<file path="config.mk">
export PLATFORM = sky130hd
export DESIGN_NAME = timer_rx
export DESIGN_NICKNAME = d
export VERILOG_FILES = /design/src/rtl/timer_rx.sv
export SDC_FILE = /design/constraint.sdc
export NUM_CORES = 1
export LEC_CHECK = 0
export ABC_AREA = 1
export BUFFER_PORTS_ARGS = -buffer_cell sky130_fd_sc_hd__clkbuf_2
export CAP_MARGIN = 10
export CORE_MARGIN = 2
export CORE_UTILIZATION = 55
export CTS_CLUSTER_SIZE = 40
export DETAILED_ROUTE_END_ITERATION = 6
export GPL_TIMING_DRIVEN = 0
export PLACE_DENSITY = 0.85
export SYNTH_ARGS = -nofsm -noshare
export SYNTH_HDL_FRONTEND = slang
export SYNTH_SLANG_ARGS = --single-unit
</file>
<file path="constraint.sdc">
create_clock -name clk -period 2.2 [get_ports clk]
set_input_delay 0.44 -clock clk [delete_from_list [all_inputs] [get_ports clk]]
set_output_delay 0.44 -clock clk [all_outputs]
set_load 0.02 [all_outputs]
</file>
<file path="src/rtl/timer_rx.sv">
// Receive-side bit/byte timer: locks to line edges, strobes once per bit at mid-bit,
// drops stuffed bits, flags stuff errors and marks each completed byte.
module timer_rx #(
  parameter int CLKS_PER_BIT  = 8,
  parameter int SAMPLE_PHASE  = 3,
  parameter int BITS_PER_BYTE = 8,
  parameter int STUFF_LIMIT   = 6
) (
  input  logic clk,
  input  logic n_rst,
  input  logic enable_timer,
  input  logic d_edge,
  input  logic d_orig,
  output logic shift_enable,
  output logic byte_received,
  output logic stuff_error
);

  localparam int PH_W = (CLKS_PER_BIT > 1) ? $clog2(CLKS_PER_BIT) : 1;
  localparam int BC_W = $clog2(BITS_PER_BYTE + 1);
  localparam int OC_W = $clog2(STUFF_LIMIT + 1);

  localparam logic [PH_W-1:0] PH_ZERO   = '0;
  localparam logic [PH_W-1:0] PH_ONE    = PH_W'(1);
  localparam logic [PH_W-1:0] PH_LAST   = PH_W'(CLKS_PER_BIT - 1);
  localparam logic [PH_W-1:0] PH_SAMPLE = PH_W'(SAMPLE_PHASE);
  localparam logic [BC_W-1:0] BC_LAST   = BC_W'(BITS_PER_BYTE - 1);
  localparam logic [OC_W-1:0] OC_LIMIT  = OC_W'(STUFF_LIMIT);

  typedef enum logic [1:0] {
    OFF       = 2'd0,
    WAIT_EDGE = 2'd1,
    RUN       = 2'd2
  } state_t;

  state_t          state_q, state_d;
  logic [PH_W-1:0] phase_q, phase_d;
  logic [BC_W-1:0] bit_cnt_q, bit_cnt_d;
  logic [OC_W-1:0] ones_cnt_q, ones_cnt_d;
  logic            shift_q, shift_d;
  logic            byte_q, byte_d;
  logic            serr_q, serr_d;
  logic            sample_cycle;

  assign sample_cycle = (state_q == RUN) && (phase_q == PH_SAMPLE) && enable_timer;

  always_ff @(posedge clk or negedge n_rst) begin
    if (!n_rst) begin
      state_q    <= OFF;
      phase_q    <= '0;
      bit_cnt_q  <= '0;
      ones_cnt_q <= '0;
      shift_q    <= 1'b0;
      byte_q     <= 1'b0;
      serr_q     <= 1'b0;
    end else begin
      state_q    <= state_d;
      phase_q    <= phase_d;
      bit_cnt_q  <= bit_cnt_d;
      ones_cnt_q <= ones_cnt_d;
      shift_q    <= shift_d;
      byte_q     <= byte_d;
      serr_q     <= serr_d;
    end
  end

  always_comb begin
    state_d    = state_q;
    phase_d    = phase_q;
    bit_cnt_d  = bit_cnt_q;
    ones_cnt_d = ones_cnt_q;
    shift_d    = 1'b0;
    byte_d     = 1'b0;
    serr_d     = 1'b0;

    if (!enable_timer) begin
      state_d    = OFF;
      phase_d    = '0;
      bit_cnt_d  = '0;
      ones_cnt_d = '0;
    end else begin
      unique case (state_q)
        OFF: begin
          state_d = WAIT_EDGE;
          phase_d = '0;
        end
        WAIT_EDGE: begin
          phase_d = '0;
          if (d_edge) begin
            state_d = RUN;
            phase_d = PH_ONE;
          end
        end
        RUN: begin
          phase_d = (phase_q == PH_LAST) ? PH_ZERO : phase_q + PH_ONE;
          // Edges inside 1..SAMPLE_PHASE are early; honouring them could skip a sample.
          if (d_edge && ((phase_q == PH_ZERO) || (phase_q > PH_SAMPLE))) begin
            phase_d = PH_ONE;
          end
          if (sample_cycle) begin
            if (ones_cnt_q == OC_LIMIT) begin
              ones_cnt_d = '0;
              serr_d     = d_orig;
            end else begin
              shift_d    = 1'b1;
              ones_cnt_d = d_orig ? ones_cnt_q + OC_W'(1) : '0;
              if (bit_cnt_q == BC_LAST) begin
                byte_d    = 1'b1;
                bit_cnt_d = '0;
              end else begin
                bit_cnt_d = bit_cnt_q + BC_W'(1);
              end
            end
          end
        end
        default: begin
          state_d = OFF;
          phase_d = '0;
        end
      endcase
    end
  end

  assign shift_enable  = shift_q;
  assign byte_received = byte_q;
  assign stuff_error   = serr_q;

endmodule

</file>
==> results.sh, run 1 <==
export IMPL_status="completed"
export IMPL_cts_setup_buffers=0
export IMPL_instances_no_fill=122
export IMPL_layout_setup_ws_ns=0.753
export IMPL_hp_class="in -> async"
export IMPL_first_global_vias=626
export IMPL_htreeDepth=1
export IMPL_critPathLaunchType="register"
export IMPL_crit_path_max_incr_delay_ns=0.40
export IMPL_clk_pin_slew_ns=0.09
export IMPL_row_count=14
export IMPL_rsz0062_at_grt="false"
export IMPL_die_area_sq_um=1920
export IMPL_holdWs_ns=0.0404
export IMPL_track_usage=0.186
export IMPL_clock_latency_ns=0.29
export IMPL_synth_most_common_cell="nand2_1"
export IMPL_cts_tree="built"
export IMPL_syn_avg_cell_area_sq_um=9.18
export IMPL_globalplace_congestion=0.789
export IMPL_via_per_inst=5.08
export IMPL_place_ws_ns=0.761
export IMPL_detailedPlacementHpwl_mm=1.12
export IMPL_yosysSeqAreaShare=0.430
export IMPL_synth_seq_cells=15
export IMPL_vdd_drop_max_v=0.000468
export IMPL_yosysTopAreaCell="dfrtp_1"
export IMPL_num_vias=620
export IMPL_drtIter0Drc=13
export IMPL_synthArstFlopShare=1.00
export IMPL_cts_resized_gates=0
export IMPL_crit_fanout=3
export IMPL_busiest_layer="met2"
export IMPL_tightest_slew_ns=0.364
export IMPL_cts_sinks=15
export IMPL_path_cells="ha_1 -> ha_1 -> inv_1 -> nand2_1 -> nand2_1 -> nand2_1 -> nand2_1 -> nand2_1 -> a21oi_1"
export IMPL_post_place_cells=118
export IMPL_leakagePower_nw=0.481
export IMPL_clk_path_buf_depth=2
export IMPL_maxCapViolations=0
export IMPL_port_buffers=7
export IMPL_drive_gt1_frac=0.226
export IMPL_critPathBufInv=1
export IMPL_finalNetCount=123
export IMPL_crit_family="adder cells"
export IMPL_grt_pass1_wl_mm=2.59
export IMPL_min_period_ns=1.45
export IMPL_core_area_sq_um=1490
export IMPL_dieHeight_um=43.8
export IMPL_dr_pass1_iters=4
export IMPL_numCtsBuffers=3
export IMPL_die_x_um=43.8
export IMPL_initial_utilization=0.586
export IMPL_synth_area_sq_um=872
export IMPL_grt_use_met3=0.0375
export IMPL_synth_fp_nets=111
export IMPL_synth_edff_count=0
export IMPL_cts_hold_buf=0
export IMPL_wirelength_mm=1.39
export IMPL_io_pins=8
export IMPL_wl_per_cell_um=11.4
export IMPL_area_growth_pct=9.47
export IMPL_crit_arrival_ns=1.66
export IMPL_worstSetupEndpointType="register"
export IMPL_synth_ff_type="dfrtp_1"
export IMPL_r2r_start="phase_q[0]$_DFF_PN0_"
export IMPL_setup_tns_ns=0
export IMPL_grt_max_degree=16
export IMPL_drc=0
export IMPL_finClkSkew_ns=0.00368
export IMPL_finalMaxSlewViolations=0
export IMPL_antenna_found_initial=0
export IMPL_max_freq_mhz=691
export IMPL_use_met1=0.235
export IMPL_crit_type="reg -> reg"
export IMPL_slew_limit_headroom=0.757
export IMPL_powerDensity_nw_per_um2=627
export IMPL_root_buffer="clkbuf_4"
export IMPL_finalHoldViolCount=0
export IMPL_fin_crit_sh=0.658
export IMPL_diodes=0
export IMPL_crit_top_cell="nand2_1"
export IMPL_use_met2=0.303
export IMPL_setup_viol=0
export IMPL_crit_path_start="phase_q[0]$_DFF_PN0_"
export IMPL_synth_cells=95
export IMPL_grt_ovfl_total=0
export IMPL_cp_required_ns=2.42
export IMPL_synth_warnings=0
export IMPL_fillers=132
export IMPL_synth_area_leaders="dfrtp_1 43%, ha_1 16%, nand2_1 8.2%"
export IMPL_yosysTopAreaCellShare=0.430
export IMPL_synth_distinct_cells=19
export IMPL_critPathSlowestCell="dfrtp_1"
export IMPL_antenna_left=0
export IMPL_synthTopCellsByCount="19 x nand2_1, 15 x dfrtp_1, 12 x inv_1"
==> layer usage <==
| layer | vias to the layer above | wire [um] |
|---|---|---|
| met5 | - | 0 |
| met4 | 0 | 23 |
| met3 | 2 | 47 |
| met2 | 10 | 680 |
| met1 | 285 | 641 |
| li1 | 323 | - |
==> cells in the final DEF, fill, tap and decap left out <==
master    instances
nand3b_1          1
nand2_1          19
o21ai_2           5
nor3_1            1
nand2_4           3
nand2_2           2
xor2_1            1
inv_1            12
clkinv_2          1
nor2_1            6
inv_6             1
clkbuf_4          3
o21ai_0           2
o21ai_1           1
a21oi_1           2
nand3_1          10
ha_1             11
xnor2_1           1
clkbuf_2          7
buf_2             1
dfrtp_1          15
nor2_4            1
==> metrics by stage <==
step / power, mW / util / instance area (sq um)
after floorplan: 0.410 / - / 872
after global placement: 0.439 / 0.623 / 927
after detailed placement: 0.445 / 0.623 / 927
after CTS: 0.606 / 0.641 / 955
after global routing: 0.643 / 0.641 / 955
final: 0.599 / 0.641 / 955
==> registers in the layout, summed over array words and instances (netlist names) <==
signal and cells:
state_q 2, bit_cnt_q 4, shift_enable 1, stuff_error 1, ones_cnt_q 3, phase_q 3, byte_received 1
==> cell families after synthesis <==
logic type	after synthesis	synth area share
AO/OA/AOI/OAI	10	0.0789
XOR/XNOR	2	0.0201
adder cells (fa/ha/maj)	11	0.158
buffers and inverters	14	0.0674
flip-flops	15	0.430
AND/OR/NAND/NOR	43	0.245
==> worst reg2reg max path, delay by kind of cell (launching register included) <==
family | cells | cell delay (ns)
AND/OR/NAND/NOR | 5 | 0.27
buffers and inverters | 1 | 0.13
AO/OA/AOI/OAI | 1 | 0.12
flip-flops | 1 | 0.40
adder cells (fa/ha/maj) | 2 | 0.45
==> final timing paths <==
check,endpoint,slack [ns],cells past startpoint
min,phase_q[2]$_DFF_PN0_,0.04,1
max reg2reg,phase_q[0]$_DFF_PN0_,0.75,9
min reg2reg,ones_cnt_q[0]$_DFFE_PN0P_,0.52,1
max,phase_q[0]$_DFF_PN0_,0.75,9
min in group clk,stuff_error$_DFF_PN0_,0.39,3
max in group asynchronous,state_q[0]$_DFFE_PN0P_,1.90,1
==> report_power, final <==
part	internal [mW]	switching [mW]	total, mW
combinational	0.0471	0.0815	0.129
sequential	0.295	0.0146	0.309
clock	0.0677	0.0932	0.161
==> area by class of cell <==
| type | instances | area [sq um] | area share |
|---|---|---|---|
| Buffer | 1 | 5.00 | 0.00524 |
| Clock buffer | 3 | 22.5 | 0.0236 |
| Clock inverter | 1 | 5.00 | 0.00524 |
| Inverter | 13 | 53.8 | 0.0564 |
| Multi-Input combinational cell | 66 | 438 | 0.459 |
| Sequential cell | 15 | 375 | 0.393 |
| Tap cell | 16 | 20.0 | 0.0210 |
| Timing Repair Buffer | 7 | 35.0 | 0.0367 |
Note: power is estimated with default switching activity, not from simulation.
==> run 2: changes to the inputs <==
ABC_AREA = 0   (was 1)
clock period = 1.5 ns   (was 2.2 ns; I/O delays follow)
==> results.sh, run 2 <==
export IMPL_track_usage=0.206
export IMPL_drc=0
export IMPL_crit_path_max_incr_delay_ns=0.39
export IMPL_first_global_vias=680
export IMPL_synth_most_common_cell="dfrtp_1"
export IMPL_largest_reg_flops=4
export IMPL_final_cell_mix="15 x dfrtp_1, 8 x inv_1, 8 x ha_1"
export IMPL_maxCapViolations=0
export IMPL_synthArstFlopShare=1.00
export IMPL_die_x_um=44.0
export IMPL_final_common_cell="dfrtp_1"
export IMPL_leakagePower_nw=0.498
export IMPL_synth_area_sq_um=880
export IMPL_grt_max_degree=16
export IMPL_critPathLaunchType="register"
export IMPL_area_growth_pct=22.2
export IMPL_synth_ff_type="dfrtp_1"
export IMPL_io_pins=8
export IMPL_port_buffers=7
export IMPL_crit_fanout=4
export IMPL_yosysSeqAreaShare=0.427
export IMPL_wirelength_mm=1.77
export IMPL_die_area_sq_um=1940
export IMPL_worstSetupEndpointType="register"
export IMPL_synth_warnings=0
export IMPL_synthTopCellsByCount="15 x dfrtp_1, 11 x ha_1, 9 x a21oi_1"
export IMPL_clk_path_buf_depth=2
export IMPL_p_sw_mw=0.347
export IMPL_swShare=0.328
export IMPL_setup_viol=0
export IMPL_cts_sinks=15
export IMPL_synth_area_leaders="dfrtp_1 43%, ha_1 16%, a21oi_1 5.1%"
export IMPL_synth_distinct_cells=29
export IMPL_max_freq_mhz=692
export IMPL_root_buffer="clkbuf_4"
export IMPL_drtIter0Drc=10
export IMPL_crit_type="reg -> reg"
export IMPL_clk_pin_slew_ns=0.09
export IMPL_vdd_drop_max_v=0.000749
export IMPL_min_period_ns=1.45
export IMPL_dr_pass1_iters=4
export IMPL_finalMaxSlewViolations=0
export IMPL_tightest_slew_ns=0.353
export IMPL_synth_edff_count=0
export IMPL_cts_tree="built"
export IMPL_power_mw=1.06
export IMPL_syn_avg_cell_area_sq_um=10.0
export IMPL_row_count=14
export IMPL_p_comb_frac=0.352
export IMPL_synth_seq_cells=15
export IMPL_powerDensity_nw_per_um2=983
export IMPL_wl_per_cell_um=14.7
export IMPL_yosysTopAreaCell="dfrtp_1"
export IMPL_clock_latency_ns=0.29
export IMPL_antenna_found_initial=0
export IMPL_largestRegisters="bit_cnt_q (4), ones_cnt_q (3), phase_q (3)"
export IMPL_dieHeight_um=44.0
export IMPL_crit_arrival_ns=1.66
export IMPL_synth_fp_nets=104
export IMPL_num_vias=707
export IMPL_grt_ovfl_total=0
export IMPL_diodes=0
export IMPL_cp_required_ns=1.72
export IMPL_critPathSlowestCell="dfrtp_1"
export IMPL_htreeDepth=1
export IMPL_pwr_share_seq=0.427
export IMPL_path_cells="buf_4 -> ha_2 -> nor2b_4 -> or3b_1 -> a21oi_2"
export IMPL_initial_utilization=0.584
export IMPL_globalplace_congestion=0.837
export IMPL_grt_pass1_wl_mm=2.86
export IMPL_slew_limit_headroom=0.765
export IMPL_p_int_mw=0.710
export IMPL_detailedPlacementHpwl_mm=1.17
export IMPL_finalHoldViolCount=0
export IMPL_finClkSkew_ns=0.00111
export IMPL_p_clk_frac=0.222
export IMPL_hp_class="in -> reg"
export IMPL_finalNetCount=121
export IMPL_synth_cells=88
export IMPL_antenna_left=0
export IMPL_yosysTopAreaCellShare=0.427
export IMPL_drive_gt1_frac=0.288
export IMPL_status="completed"
export IMPL_via_per_inst=5.89
export IMPL_rsz0062_at_grt="true"
export IMPL_layout_setup_ws_ns=0.0548
export IMPL_largest_register="bit_cnt_q"
export IMPL_numCtsBuffers=3
export IMPL_fin_crit_sh=0.963
export IMPL_place_ws_ns=-0.0507
export IMPL_core_area_sq_um=1510
run 2: per-layer routing:
layer	routed length, um	up-vias	GRT usage
li1	-	348	-
met1	802	334	0.243
met2	850	18	0.341
met3	70	7	0.0542
met4	44	0	0.103
met5	0	-	0
run 2: final cells by class:
type,count,area (sq um)
Buffer,3,20.0
Clock buffer,3,22.5
Clock inverter,1,5.00
Fill cell,111,432
Inverter,9,33.8
Multi-Input combinational cell,61,523
Sequential cell,15,375
Tap cell,16,20.0
Timing Repair Buffer,12,75.1
run 2: path summary, 6_finish.rpt:
| path | startpoint | to | slack [ns] | cells after the start |
|---|---|---|---|---|
| min in group asynchronous | n_rst | phase_q[0]$_DFF_PN0_ | 0.44 | 2 |
| setup / recovery | state_q[0]$_DFFE_PN0P_ | state_q[0]$_DFFE_PN0P_ | 0.05 | 5 |
| hold reg to reg | ones_cnt_q[0]$_DFFE_PN0P_ | ones_cnt_q[0]$_DFFE_PN0P_ | 0.56 | 2 |
| max in group asynchronous | n_rst | bit_cnt_q[3]$_DFFE_PN0P_ | 0.81 | 2 |
| hold / removal | d_orig | stuff_error$_DFF_PN0_ | 0.28 | 3 |
| setup reg to reg | state_q[0]$_DFFE_PN0P_ | state_q[0]$_DFFE_PN0P_ | 0.05 | 5 |
run 2: critical path: cells and delay by family (launching register included):
kind	cells	cell delay [ns]
AO/OA/AOI/OAI	1	0.15
flip-flops	1	0.39
AND/OR/NAND/NOR	2	0.51
adder cells (fa/ha/maj)	1	0.18
buffers and inverters	1	0.14
run 2: what timing repair did:
| item | 4_1_cts | 5_1_grt |
|---|---|---|
| setup buffers | 2 | 2 |
| hold endpoints to repair | 15 | 0 |
| resized for setup | 4 | 14 |
| gates cloned | 0 | 0 |
| setup endpoints to repair | 3 | 12 |
| hold buffers | 1 | 0 |
| pin swaps | 0 | 5 |
run 2: cells by family after synthesis:
kind of cell,after synthesis,share of synthesized area
mux,1,0.0114
flops,15,0.427
compound gates,20,0.154
fa+ha+maj,11,0.156
buf+inv,12,0.0555
simple gates,29,0.196
run 2: stage by stage:
| stage | hold slack (ns) | utilization | cell area (sq um) | setup TNS (ns) | cells |
|---|---|---|---|---|---|
| 3_5_place_dp | 0.221 | 0.620 | 935 | -0.0930 | 111 |
| 2_1_floorplan | 0.00441 | - | 880 | 0 | 88 |
| 4_1_cts | 0.264 | 0.667 | 1000 | 0 | 118 |
| 6_report | 0.283 | 0.713 | 1070 | 0 | 120 |
| 3_3_place_gp | 0.223 | 0.620 | 935 | -0.0158 | 111 |
| 5_1_grt | 0.308 | 0.713 | 1070 | -0.0504 | 120 |
run 2: power groups by stage:
stage	Combinational (mW)	Clock (mW)	Sequential (mW)
global placement	0.234	0	0.466
global route	0.411	0.258	0.455
detailed placement	0.252	0	0.468
finish	0.372	0.234	0.451
floorplan	0.188	0	0.462
CTS	0.290	0.241	0.456
==> run 3: changes to the inputs <==
CORE_UTILIZATION = 56   (was 55)
PLACE_DENSITY = 0.86   (was 0.85)
==> results.sh, run 3 (synthesis gave the netlist of run 2 again) <==
export IMPL_post_dp_cell_area_sq_um=935
export IMPL_first_global_vias=696
export IMPL_cp_required_ns=1.67
export IMPL_antenna_left=0
export IMPL_antenna_found_initial=0
export IMPL_largest_register="bit_cnt_q"
export IMPL_regToRegSetupSlack_ns=0.05
export IMPL_crit_fanout=6
export IMPL_slew_limit_headroom=0.749
export IMPL_fillers=110
export IMPL_crit_family="compound AO/OA/AOI/OAI gates"
export IMPL_clock_latency_ns=0.29
export IMPL_hp_class="in -> reg"
export IMPL_root_buffer="clkbuf_4"
export IMPL_die_x_um=43.6
export IMPL_grt_pass1_wl_mm=2.77
export IMPL_final_cell_mix="15 x dfrtp_1, 8 x a21oi_1, 8 x ha_1"
export IMPL_hold_end="phase_q[2]$_DFF_PN0_"
export IMPL_tightest_slew_ns=0.377
export IMPL_holdWs_ns=0.269
export IMPL_core_area_sq_um=1490
export IMPL_row_count=14
export IMPL_grt_max_degree=16
export IMPL_grt_ovfl_total=0
export IMPL_crit_path_max_incr_delay_ns=0.39
export IMPL_r2r_start="ones_cnt_q[0]$_DFFE_PN0P_"
export IMPL_min_period_ns=1.45
export IMPL_critPathLaunchType="register"
export IMPL_initial_utilization=0.591
export IMPL_largest_reg_flops=4
export IMPL_clk_pin_slew_ns=0.10
export IMPL_track_usage=0.196
export IMPL_reg2reg_to="bit_cnt_q[3]$_DFFE_PN0P_"
export IMPL_fin_crit_sh=0.969
export IMPL_io_pins=8
export IMPL_critPathBufInv=1
export IMPL_finalNetCount=117
export IMPL_dr_pass1_iters=4
export IMPL_htreeDepth=1
export IMPL_path_cells="inv_1 -> ha_1 -> and2_2 -> o311ai_4 -> o41ai_2"
export IMPL_crit_type="reg -> reg"
export IMPL_holdPathStages=2
export IMPL_cts_tree="built"
export IMPL_largestRegisters="bit_cnt_q (4), ones_cnt_q (3), phase_q (3)"
export IMPL_min_from="d_edge"
export IMPL_r2r_cells=5
export IMPL_maxCapViolations=0
export IMPL_worstSetupEndpointType="register"
export IMPL_die_area_sq_um=1900
export IMPL_finClkSkew_ns=0.00196
export IMPL_wl_per_cell_um=15.0
export IMPL_cts_sinks=15
export IMPL_drc=0
export IMPL_finalMaxSlewViolations=0
export IMPL_area_growth_pct=17.6
export IMPL_via_per_inst=6.15
export IMPL_power_mw=1.01
export IMPL_dieHeight_um=43.6
export IMPL_finalHoldViolCount=0
export IMPL_port_buffers=7
export IMPL_detailedPlacementHpwl_mm=1.15
export IMPL_num_vias=713
export IMPL_powerDensity_nw_per_um2=976
export IMPL_drtIter0Drc=20
export IMPL_rsz0062_at_grt="true"
export IMPL_max_freq_mhz=688
export IMPL_wirelength_mm=1.74
export IMPL_final_common_cell="dfrtp_1"
export IMPL_instances_no_fill=116
export IMPL_diodes=0
export IMPL_globalplace_congestion=0.810
export IMPL_numCtsBuffers=3
export IMPL_fin_area_sq_um=1030
export IMPL_leakagePower_nw=0.474
export IMPL_crit_arrival_ns=1.62
export IMPL_post_place_cells=111
export IMPL_status="completed"
export IMPL_drive_gt1_frac=0.280
export IMPL_vdd_drop_max_v=0.000713
export IMPL_setup_viol=0
export IMPL_clk_path_buf_depth=2
export IMPL_critPathSlowestCell="dfrtp_1"
==> run 3: through the flow <==
stage | TNS, ns | worst slack (ns) | util
after floorplan | 0 | 0.0796 | -
after CTS | 0 | 0.0112 | 0.671
final | 0 | 0.0466 | 0.695
after global placement | -0.0334 | -0.0334 | 0.628
after detailed placement | -0.134 | -0.113 | 0.628
after global routing | -0.0547 | -0.0342 | 0.695
==> run 3: worst max path at each step <==
stage                                    from                       end  depth (start not counted)
floorplan                phase_q[0]$_DFF_PN0_  bit_cnt_q[2]$_DFFE_PN0P_                          6
global placement       state_q[0]$_DFFE_PN0P_  bit_cnt_q[3]$_DFFE_PN0P_                          6
detailed placement     state_q[0]$_DFFE_PN0P_  bit_cnt_q[3]$_DFFE_PN0P_                          6
CTS                    state_q[0]$_DFFE_PN0P_  bit_cnt_q[2]$_DFFE_PN0P_                          7
global route             phase_q[0]$_DFF_PN0_      phase_q[1]$_DFF_PN0_                          5
finish              ones_cnt_q[0]$_DFFE_PN0P_  bit_cnt_q[3]$_DFFE_PN0P_                          5
==> run 3: area by class of cell <==
cell class	count	area (sq um)	area share
clock inverter	1	5.00	0.00484
buffer	2	16.3	0.0157
inverter	9	33.8	0.0326
multi-input combinational	61	509	0.492
clock buffer	3	22.5	0.0218
sequential	15	375	0.363
timing repair buffer	9	52.6	0.0508
tap	16	20.0	0.0193
==> run 3: power breakdown <==
part / total, mW / switching [mW] / internal [mW] / leakage, nW
Combinational: 0.307 / 0.166 / 0.140 / 0.248
Clock: 0.239 / 0.140 / 0.0991 / 0.0177
Sequential: 0.464 / 0.0315 / 0.433 / 0.208
==> run 3: repair_timing <==
action | in CTS | in global routing
hold buffers | 1 | 0
gates resized for setup | 5 | 12
endpoints found under the setup margin | 3 | 12
pin swaps | 0 | 3
gates cloned | 0 | 0
setup buffers | 1 | 0
hold endpoints to repair | 15 | 0
==> run 3: layer usage <==
metal | share of wire | global-route usage
met1 | 0.42 | 0.241
met2 | 0.48 | 0.318
met3 | 0.044 | 0.0208
met4 | 0.052 | 0.139
met5 | 0 | 0
